$ cat config.mk
export PLATFORM = sky130hd
export DESIGN_NAME = rx_fifo_flat
export DESIGN_NICKNAME = d
export VERILOG_FILES = /design/src/rtl/rx_fifo_if.sv /design/src/rtl/rx_fifo.sv /design/src/flat_wrapper.sv
export SDC_FILE = /design/constraint.sdc
export NUM_CORES = 1
export LEC_CHECK = 0
export ABC_CLOCK_PERIOD_IN_PS = 2300
export CORE_ASPECT_RATIO = 0.5
export CORE_MARGIN = 1.5
export CORE_UTILIZATION = 54
export CTS_CLUSTER_DIAMETER = 120
export CTS_CLUSTER_SIZE = 14
export DETAILED_ROUTE_END_ITERATION = 6
export GPL_ROUTABILITY_DRIVEN = 0
export PLACE_DENSITY = 0.82
export SETUP_SLACK_MARGIN = 0.3
export SYNTH_ARGS = -nofsm -noshare
export SYNTH_HDL_FRONTEND = slang
export SYNTH_SLANG_ARGS = --single-unit
$ cat constraint.sdc
create_clock -name clk_i -period 2.3 [get_ports clk_i]
set_input_delay 0.46 -clock clk_i [delete_from_list [all_inputs] [get_ports clk_i]]
set_output_delay 0.46 -clock clk_i [all_outputs]
set_load 0.005 [all_outputs]
$ cat src/rtl/rx_fifo_if.sv
// Receive FIFO bundle: write side from the UART receiver, read/status side to the register map.
// The master drives strobes and data; the slave (rx_fifo) returns registered read data and status.
interface rx_fifo_if #(
    parameter int DATA_WIDTH = 8,
    parameter int DEPTH_LOG2 = 4
);
    logic                  wr_en_i;
    logic [DATA_WIDTH-1:0] wr_data_i;
    logic                  wr_perr_i;
    logic                  rd_en_i;
    logic [DATA_WIDTH-1:0] rd_data_o;
    logic                  rd_perr_o;
    logic                  rd_valid_o;
    logic                  flush_i;
    logic                  clr_flags_i;
    logic                  empty_o;
    logic                  full_o;
    logic [DEPTH_LOG2:0]   count_o;
    logic                  overflow_o;
    logic                  underflow_o;

    modport slave (
        input  wr_en_i, wr_data_i, wr_perr_i, rd_en_i, flush_i, clr_flags_i,
        output rd_data_o, rd_perr_o, rd_valid_o, empty_o, full_o, count_o,
        output overflow_o, underflow_o
    );

    modport master (
        output wr_en_i, wr_data_i, wr_perr_i, rd_en_i, flush_i, clr_flags_i,
        input  rd_data_o, rd_perr_o, rd_valid_o, empty_o, full_o, count_o,
        input  overflow_o, underflow_o
    );
endinterface

$ cat src/rtl/rx_fifo.sv
// Circular receive FIFO storing {parity_err, data}; pops return data one cycle after rd_en_i.
// Writes at full are dropped (sticky overflow) unless a pop happens the same cycle; reads at empty set underflow.
module rx_fifo #(
    parameter int DATA_WIDTH = 8,
    parameter int DEPTH_LOG2 = 4
) (
    input logic       clk_i,
    input logic       rst_i,
    rx_fifo_if.slave  bus
);
    localparam int DEPTH = 1 << DEPTH_LOG2;
    localparam logic [DEPTH_LOG2:0]   FULL_CNT = (DEPTH_LOG2 + 1)'(DEPTH);
    localparam logic [DEPTH_LOG2:0]   CNT_ONE  = (DEPTH_LOG2 + 1)'(1);
    localparam logic [DEPTH_LOG2-1:0] PTR_ONE  = (DEPTH_LOG2)'(1);

    typedef logic [DATA_WIDTH:0] entry_t;

    entry_t                mem_q [DEPTH];
    logic [DEPTH_LOG2-1:0] wr_ptr_q, wr_ptr_d, rd_ptr_q, rd_ptr_d;
    logic [DEPTH_LOG2:0]   count_q, count_d;
    logic                  empty_q, empty_d, full_q, full_d;
    logic [DATA_WIDTH-1:0] rd_data_q, rd_data_d;
    logic                  rd_perr_q, rd_perr_d;
    logic                  rd_valid_q, rd_valid_d;
    logic                  ovf_q, ovf_d, udf_q, udf_d;
    logic                  wr_acc, rd_acc;
    entry_t                rd_entry;

    always_comb begin
        rd_acc   = bus.rd_en_i && !empty_q && !bus.flush_i;
        // A pop frees the slot this edge, so a write at full still lands.
        wr_acc   = bus.wr_en_i && (!full_q || rd_acc) && !bus.flush_i;
        rd_entry = mem_q[rd_ptr_q];

        wr_ptr_d   = wr_ptr_q;
        rd_ptr_d   = rd_ptr_q;
        count_d    = count_q;
        rd_data_d  = rd_data_q;
        rd_perr_d  = rd_perr_q;
        rd_valid_d = rd_acc;

        if (bus.flush_i) begin
            wr_ptr_d = '0;
            rd_ptr_d = '0;
            count_d  = '0;
        end else begin
            if (wr_acc) wr_ptr_d = wr_ptr_q + PTR_ONE;
            if (rd_acc) begin
                rd_ptr_d  = rd_ptr_q + PTR_ONE;
                rd_data_d = rd_entry[DATA_WIDTH-1:0];
                rd_perr_d = rd_entry[DATA_WIDTH];
            end
            if (wr_acc && !rd_acc)      count_d = count_q + CNT_ONE;
            else if (rd_acc && !wr_acc) count_d = count_q - CNT_ONE;
        end

        empty_d = (count_d == '0);
        full_d  = (count_d == FULL_CNT);
        ovf_d   = (bus.wr_en_i && full_q && !rd_acc && !bus.flush_i) || (ovf_q && !bus.clr_flags_i);
        udf_d   = (bus.rd_en_i && empty_q && !bus.flush_i) || (udf_q && !bus.clr_flags_i);
    end

    always_ff @(posedge clk_i) begin
        if (rst_i) begin
            wr_ptr_q   <= '0;
            rd_ptr_q   <= '0;
            count_q    <= '0;
            empty_q    <= 1'b1;
            full_q     <= 1'b0;
            rd_data_q  <= '0;
            rd_perr_q  <= 1'b0;
            rd_valid_q <= 1'b0;
            ovf_q      <= 1'b0;
            udf_q      <= 1'b0;
        end else begin
            wr_ptr_q   <= wr_ptr_d;
            rd_ptr_q   <= rd_ptr_d;
            count_q    <= count_d;
            empty_q    <= empty_d;
            full_q     <= full_d;
            rd_data_q  <= rd_data_d;
            rd_perr_q  <= rd_perr_d;
            rd_valid_q <= rd_valid_d;
            ovf_q      <= ovf_d;
            udf_q      <= udf_d;
        end
    end

    // Storage is not reset; pointers and count define what is live.
    always_ff @(posedge clk_i) begin
        if (!rst_i && wr_acc) mem_q[wr_ptr_q] <= {bus.wr_perr_i, bus.wr_data_i};
    end

    assign bus.rd_data_o   = rd_data_q;
    assign bus.rd_perr_o   = rd_perr_q;
    assign bus.rd_valid_o  = rd_valid_q;
    assign bus.empty_o     = empty_q;
    assign bus.full_o      = full_q;
    assign bus.count_o     = count_q;
    assign bus.overflow_o  = ovf_q;
    assign bus.underflow_o = udf_q;
endmodule

$ cat src/flat_wrapper.sv
// flat-port wrapper written by rule: the top's interface ports become plain ports
module rx_fifo_flat 
#(
    parameter int DATA_WIDTH = 8,
    parameter int DEPTH_LOG2 = 4
)
  (clk_i, rst_i, bus_wr_en_i, bus_wr_data_i, bus_wr_perr_i, bus_rd_en_i, bus_flush_i, bus_clr_flags_i, bus_rd_data_o, bus_rd_perr_o, bus_rd_valid_o, bus_empty_o, bus_full_o, bus_count_o, bus_overflow_o, bus_underflow_o);
  rx_fifo_if #(.DATA_WIDTH(DATA_WIDTH), .DEPTH_LOG2(DEPTH_LOG2)) bus_i ();
  input logic clk_i;
  input logic rst_i;
  input wire logic [$bits(bus_i.wr_en_i)-1:0] bus_wr_en_i;
  input wire logic [$bits(bus_i.wr_data_i)-1:0] bus_wr_data_i;
  input wire logic [$bits(bus_i.wr_perr_i)-1:0] bus_wr_perr_i;
  input wire logic [$bits(bus_i.rd_en_i)-1:0] bus_rd_en_i;
  input wire logic [$bits(bus_i.flush_i)-1:0] bus_flush_i;
  input wire logic [$bits(bus_i.clr_flags_i)-1:0] bus_clr_flags_i;
  output wire logic [$bits(bus_i.rd_data_o)-1:0] bus_rd_data_o;
  output wire logic [$bits(bus_i.rd_perr_o)-1:0] bus_rd_perr_o;
  output wire logic [$bits(bus_i.rd_valid_o)-1:0] bus_rd_valid_o;
  output wire logic [$bits(bus_i.empty_o)-1:0] bus_empty_o;
  output wire logic [$bits(bus_i.full_o)-1:0] bus_full_o;
  output wire logic [$bits(bus_i.count_o)-1:0] bus_count_o;
  output wire logic [$bits(bus_i.overflow_o)-1:0] bus_overflow_o;
  output wire logic [$bits(bus_i.underflow_o)-1:0] bus_underflow_o;
  assign bus_i.wr_en_i = bus_wr_en_i;
  assign bus_i.wr_data_i = bus_wr_data_i;
  assign bus_i.wr_perr_i = bus_wr_perr_i;
  assign bus_i.rd_en_i = bus_rd_en_i;
  assign bus_i.flush_i = bus_flush_i;
  assign bus_i.clr_flags_i = bus_clr_flags_i;
  assign bus_rd_data_o = bus_i.rd_data_o;
  assign bus_rd_perr_o = bus_i.rd_perr_o;
  assign bus_rd_valid_o = bus_i.rd_valid_o;
  assign bus_empty_o = bus_i.empty_o;
  assign bus_full_o = bus_i.full_o;
  assign bus_count_o = bus_i.count_o;
  assign bus_overflow_o = bus_i.overflow_o;
  assign bus_underflow_o = bus_i.underflow_o;
  rx_fifo #(.DATA_WIDTH(DATA_WIDTH), .DEPTH_LOG2(DEPTH_LOG2)) u_core (.clk_i(clk_i), .rst_i(rst_i), .bus(bus_i));
endmodule
After elaboration in Yosys (flattened, before gate mapping)
Memories as Yosys holds them, arrays and structs flattened. A register that Yosys moved wholly into a read port is not among the register bits.
Cells that the tools add are included.
{"block": "op_classes", "add_sub_neg": 4, "n_eq_ne": 1, "n_mux": 5, "bitwise_logic": 1, "reduce_logical": 27}
{"op": "$mux 5", "n": 3}
{"op": "$logic_and 1x1->1", "n": 14}
{"op": "$add 4x1->4 const B", "n": 2}
{"op": "$logic_not 1->1", "n": 7}
{"op": "$add 5x1->5 const B", "n": 1}
{"op": "$eq 5x5->1 const B", "n": 1}
{"op": "$logic_not 5->1", "n": 1}
{"op": "$sub 5x1->5 const B", "n": 1}
{"op": "$logic_or 1x1->1", "n": 3}
{"op": "$mux 1", "n": 2}
{"op": "$reduce_and 2->1", "n": 1}
{"op": "$reduce_or 2->1", "n": 1}
{"op": "$not 1->1", "n": 1}
{"block": "totals", "register_bits": 18, "mem_bits_rw": 144, "in_bits": 15, "out_inout_bits": 19, "word_cells": 47, "mem_count": 1}
{"memory": "u_core.mem_q", "words": 16, "width": 9, "read_ports": 1, "rd_clocked_by_memory_dff": 1, "wr": 1, "line": "rx_fifo.sv:18", "rtl": "entry_t mem_q [DEPTH];"}

Depth between registers and ports, before layout
{"block": "logic_depth", "ltp_word": 12, "ltp_mapped": 7, "mapped_depth_nobuf": 7}

Worst setup path after synthesis
Ideal clock, no wire load.
{"block": "synth_timing", "path_kind": "input-to-reg", "start": "input bus_rd_en_i", "end": "memory u_core.mem_q[15][0] (netlist bit) (enable)", "setup_time_ns": 0.374, "arrival_ns": 1.583, "required_ns": 1.926, "slack_ns": 0.343, "cell_stages": 5, "path_buffers": 1, "cell_sequence": "nand2b_1 > clkbuf_1 > a21oi_2 > nand2_1 > nor2_1"}
{"block": "synth_via", "elab_chain_len": 8}
{"element": "start: declaration", "line": "flat_wrapper.sv:14", "rtl": "input wire logic [$bits(bus_i.rd_en_i)-1:0] bus_rd_en_i;"}
{"element": "$logic_and 1x1->1 (2 in a row)", "line": "rx_fifo.sv:30", "rtl": "rd_acc = bus.rd_en_i && !empty_q && !bus.flush_i;"}
{"element": "$logic_or 1x1->1", "line": "rx_fifo.sv:32", "rtl": "wr_acc = bus.wr_en_i && (!full_q || rd_acc) && !bus.flush_i;"}
{"element": "$logic_and 1x1->1 (2 in a row)", "line": "rx_fifo.sv:32"}
{"element": "$logic_and 1x1->1", "line": "rx_fifo.sv:91", "rtl": "if (!rst_i && wr_acc) mem_q[wr_ptr_q] <= {bus.wr_perr_i, bus.wr_data_i};"}
{"element": "$mux 1", "line": "rx_fifo.sv:91"}
{"element": "$mux 1 (not written as such)", "line": "rx_fifo.sv:91"}
{"element": "end: declaration", "line": "rx_fifo.sv:18"}
No other way between the ends.

Final worst setup path
{"block": "layout_timing", "start": "input bus_wr_en_i", "end": "memory u_core.mem_q[15][4] (netlist bit) (enable)"}
{"block": "layout_via", "elab_chain_len": 5}
{"element": "start: declaration", "line": "flat_wrapper.sv:11", "rtl": "input wire logic [$bits(bus_i.wr_en_i)-1:0] bus_wr_en_i;"}
{"element": "$logic_and 1x1->1 (2 in a row)", "line": "rx_fifo.sv:32"}
{"element": "$logic_and 1x1->1", "line": "rx_fifo.sv:91"}
{"element": "$mux 1", "line": "rx_fifo.sv:91"}
{"element": "$mux 1 (not written as such)", "line": "rx_fifo.sv:91"}
No other way between the ends.

==> summary.md <==
| Metric | Value |
|---|---|
| Hold WS | `0.4660 ns` |
| Max Clk Rate | `a little over 500 MHz` |
| Starting Density | `0.5637` |
| Largest net degree at the start of global routing | `40` |
| Die Y | `82.20 um` |
| Synth Flop Type | `edfxtp_1` |
| Max Slew Vio Count | `0` |
| Layer with the highest usage | `met2` |
| Met1 GRT Util | `0.3176` |
| Post-DR wirelength/cell | `about 23 um` |
| Final core utilization | `0.6813` |
| Synthesized area per cell | `between 15 and 20 um^2` |
| Outcome | `finished, final reports clean` |
| Slowest CP cell | `clkdlybuf4s50_1` |
| Critical path's largest stage delay | `0.52 ns` |
| Critical Path Most Common Cell | `buf_4` |
| Hpwl dp | `9.299 mm` |
| Synth top area share | `0.6383` |
| Multiplexer area fraction after synthesis | `0.1197` |
| Final Setup Violations | `0` |
| Initial antenna violation count | `0` |
| Post-synth EDFFs | `between 100 and 150` |
| H-tree depth | `4` |
| # IOs | `34` |
| Post-layout min period | `~2.0 ns` |
| Worst slew margin | `0.5889` |
| Slew @ Worst Pin | `0.6147 ns` |
| Drt total wl | `around 15 mm` |
| First-pass GRT wire length | `between 20 and 25 mm` |
| CP Capture Type | `flip-flop` |
| Placed Cells incl. Taps | `about 600` |
| Clk_lat worst skew | `0.43 ns` |
| TNS Setup | `0 ns` |
| Routed via count | `between 3000 and 4000` |
| Synth unique cells | `43` |
| Nets | `487` |
| Count leader, synth | `edfxtp_1` |
| PortBufs | `33` |
| Final Non-Filler Cells | `643` |
| Crit-path max FO | `5` |
| Mapped Nets | `between 400 and 500` |
| Mapped Area | `roughly 6800 um^2` |
| Worst VDD drop | `between 0.4 and 0.5 mV` |
| M2 GR Usage | `0.4043` |
| Synthesis-stage register bit count | `171` |
| Clock buffer depth | `2` |
| Leading cell types by count after synthesis | `144 x edfxtp_1, 36 x mux4_2, 35 x nor2_1` |
| Adder-cell share of the synthesized area | `0.01293` |
| Clock skew | `approximately 0.015 ns` |
| Die width | `approximately 160 um` |
| TritonCTS clock tree | `built` |
| RSZ-0062 raised after global routing | `yes` |
| Synth Instances | `roughly 390` |
| Static leakage | `~2.7 nW` |
| Antenna Diode Count | `0` |
| Hold_buf cts | `0` |
| Starting DRC count in detailed routing | `452` |
| CP Data Arrival Time | `2.12 ns` |
| Worst-path clk slew | `around 0.060 ns` |
| Vias per cell | `slightly above 6` |
| Power per cell area | `795.6 nW/um^2` |
| Area Growth Syn to Fin | `20.85%` |
| Leading area contributor after synthesis | `edfxtp_1` |
| Worst Setup Start Kind | `input port` |
| Final Power | `approximately 0.0065 W` |
| Fraction of registers with async set/reset | `0` |
| Compound-Gate Fraction of Synth Area | `0.05541` |
| CP Cell Sequence | `clkdlybuf4s50_1 -> nand2b_4 -> buf_4 -> a21oi_2 -> nand2_1 -> nor2_1 -> buf_4` |
| Hold crit path type | `flip-flop to flip-flop` |
| CORE AREA | `12020 um^2` |
| Share of cells above drive strength 1 | `0.2573` |
| Final period utilization | `0.8646` |
| Final ANT Viol Nets | `0` |
| Row count | `28` |
| CTS sink count | `between 150 and 200` |
| Top cells by area, synth | `edfxtp_1 64%, mux4_2 12%, dfxtp_1 8.0%, a22o_1 2.3%, nor2_1 1.9%` |
| Largest family of logic cells by synthesized area | `multiplexers` |
| Post-synthesis simple-gate area fraction | `0.06631` |
| Maxcap violations | `0` |
| Synth Area in XOR/XNOR | `0.01164` |
| CP Data Required Time | `~2.4 ns` |
| DRC | `0` |
| Grt met3 use | `0.05395` |
| Die footprint | `around 13000 um^2` |
| Setup Crit Path Kind | `input port to flip-flop` |
| Vias in the first global route | `approximately 3900` |
| Root buffer cell | `clkbuf_16` |
| Gr usage total | `0.2422` |
| Yosys warning total | `0` |
| Grt total ovfl | `0` |
| Final hold vios | `0` |
| Sequential fraction of the synthesis area | `0.7181` |
| Drt pass-1 iters | `5` |
| Cts bufs inserted | `17` |
kinds of logic after synthesis:
| group | count (synthesis) |
|---|---|
| flops | 171 |
| xor+xnor | 9 |
| simple gates | 85 |
| mux | 36 |
| compound gates | 56 |
| buf+inv | 25 |
| fa+ha+maj | 7 |
per-stage QoR:
stage | setup slack [ns] | area [um^2]
finish | 0.3114 | 8187
detailed placement | -0.04017 | 7575
global route | 0.2925 | 8187
global placement | -0.01211 | 7575
CTS | 0.2555 | 8173
floorplan | 0.3428 | 6774
what timing repair did:
item                       in CTS  in global routing
gates resized for setup         4                  5
pin swaps                       0                  0
setup endpoints to repair       5                 19
buffers inserted                0                  0
placed cells by master, fill, tap and decap left out, types with 3 or more instances in the layout:
cell type          n
clkdlybuf4s50_1   33
inv_1              6
ha_1               7
clkbuf_16         17
nand2_1           20
nand2b_1           4
inv_6              3
nor2_1            35
a22o_1            18
xor2_1             5
xnor2_1            4
bufinv_16          3
edfxtp_1         144
clkinv_2           4
o21ai_1            4
a21oi_1           14
dfxtp_1           24
mux4_2            36
buf_4             41
o21ai_0            8
nor2b_1            4
state kept, by name, indices dropped and copies added (netlist names):
register                flops
u_core.bus.rd_data_o        8
u_core.bus.full_o           1
u_core.bus.underflow_o      1
u_core.mem_q              144
u_core.bus.empty_o          1
u_core.bus.overflow_o       1
u_core.rd_ptr_q             4
u_core.bus.rd_valid_o       1
u_core.bus.rd_perr_o        1
u_core.wr_ptr_q             4
u_core.bus.count_o          5
critical path, delay by kind of cell:
kind	cells	cell delay (ns)
buffers and inverters	3	0.84
AND/OR/NAND/NOR	3	0.59
AO/OA/AOI/OAI	1	0.22
final cells by class:
cell class              count  area, um^2
clock buffers              17       425.4
clock inverters            15       171.4
fillers                   723        3830
inverters                   6       22.52
multi-input cells         193        1812
flip-flops and latches    171        4871
well taps                 165       206.4
repair buffers             76       678.2
report_power, final:
| group | internal, W | switching [W] | total [W] |
|---|---|---|---|
| clock | 0.00171 | 0.00119 | 0.00290 |
| combinational | 0.000103 | 0.000124 | 0.000227 |
| sequential | 0.00337 | 0.0000159 | 0.00339 |
path summary, 6_finish.rpt:
check | start | to | slack, ns | cells after the start
worst max-delay path | bus_wr_en_i | u_core.mem_q[15][4] | 0.31 | 7
worst min register to register | u_core.bus.rd_data_o[5] | u_core.bus.rd_data_o[5] | 0.47 | 2
worst min-delay path | u_core.bus.rd_data_o[5] | u_core.bus.rd_data_o[5] | 0.47 | 2
worst max register to register | u_core.rd_ptr_q[0] | u_core.bus.rd_data_o[4] | 0.37 | 5
routing by layer:
metal,vias to the layer above,wire (um)
met4,0,234
li1,1679,-
met2,217,7421
met3,23,1124
met1,2010,6319
met5,-,0
Note: power is estimated with default switching activity, not from simulation.
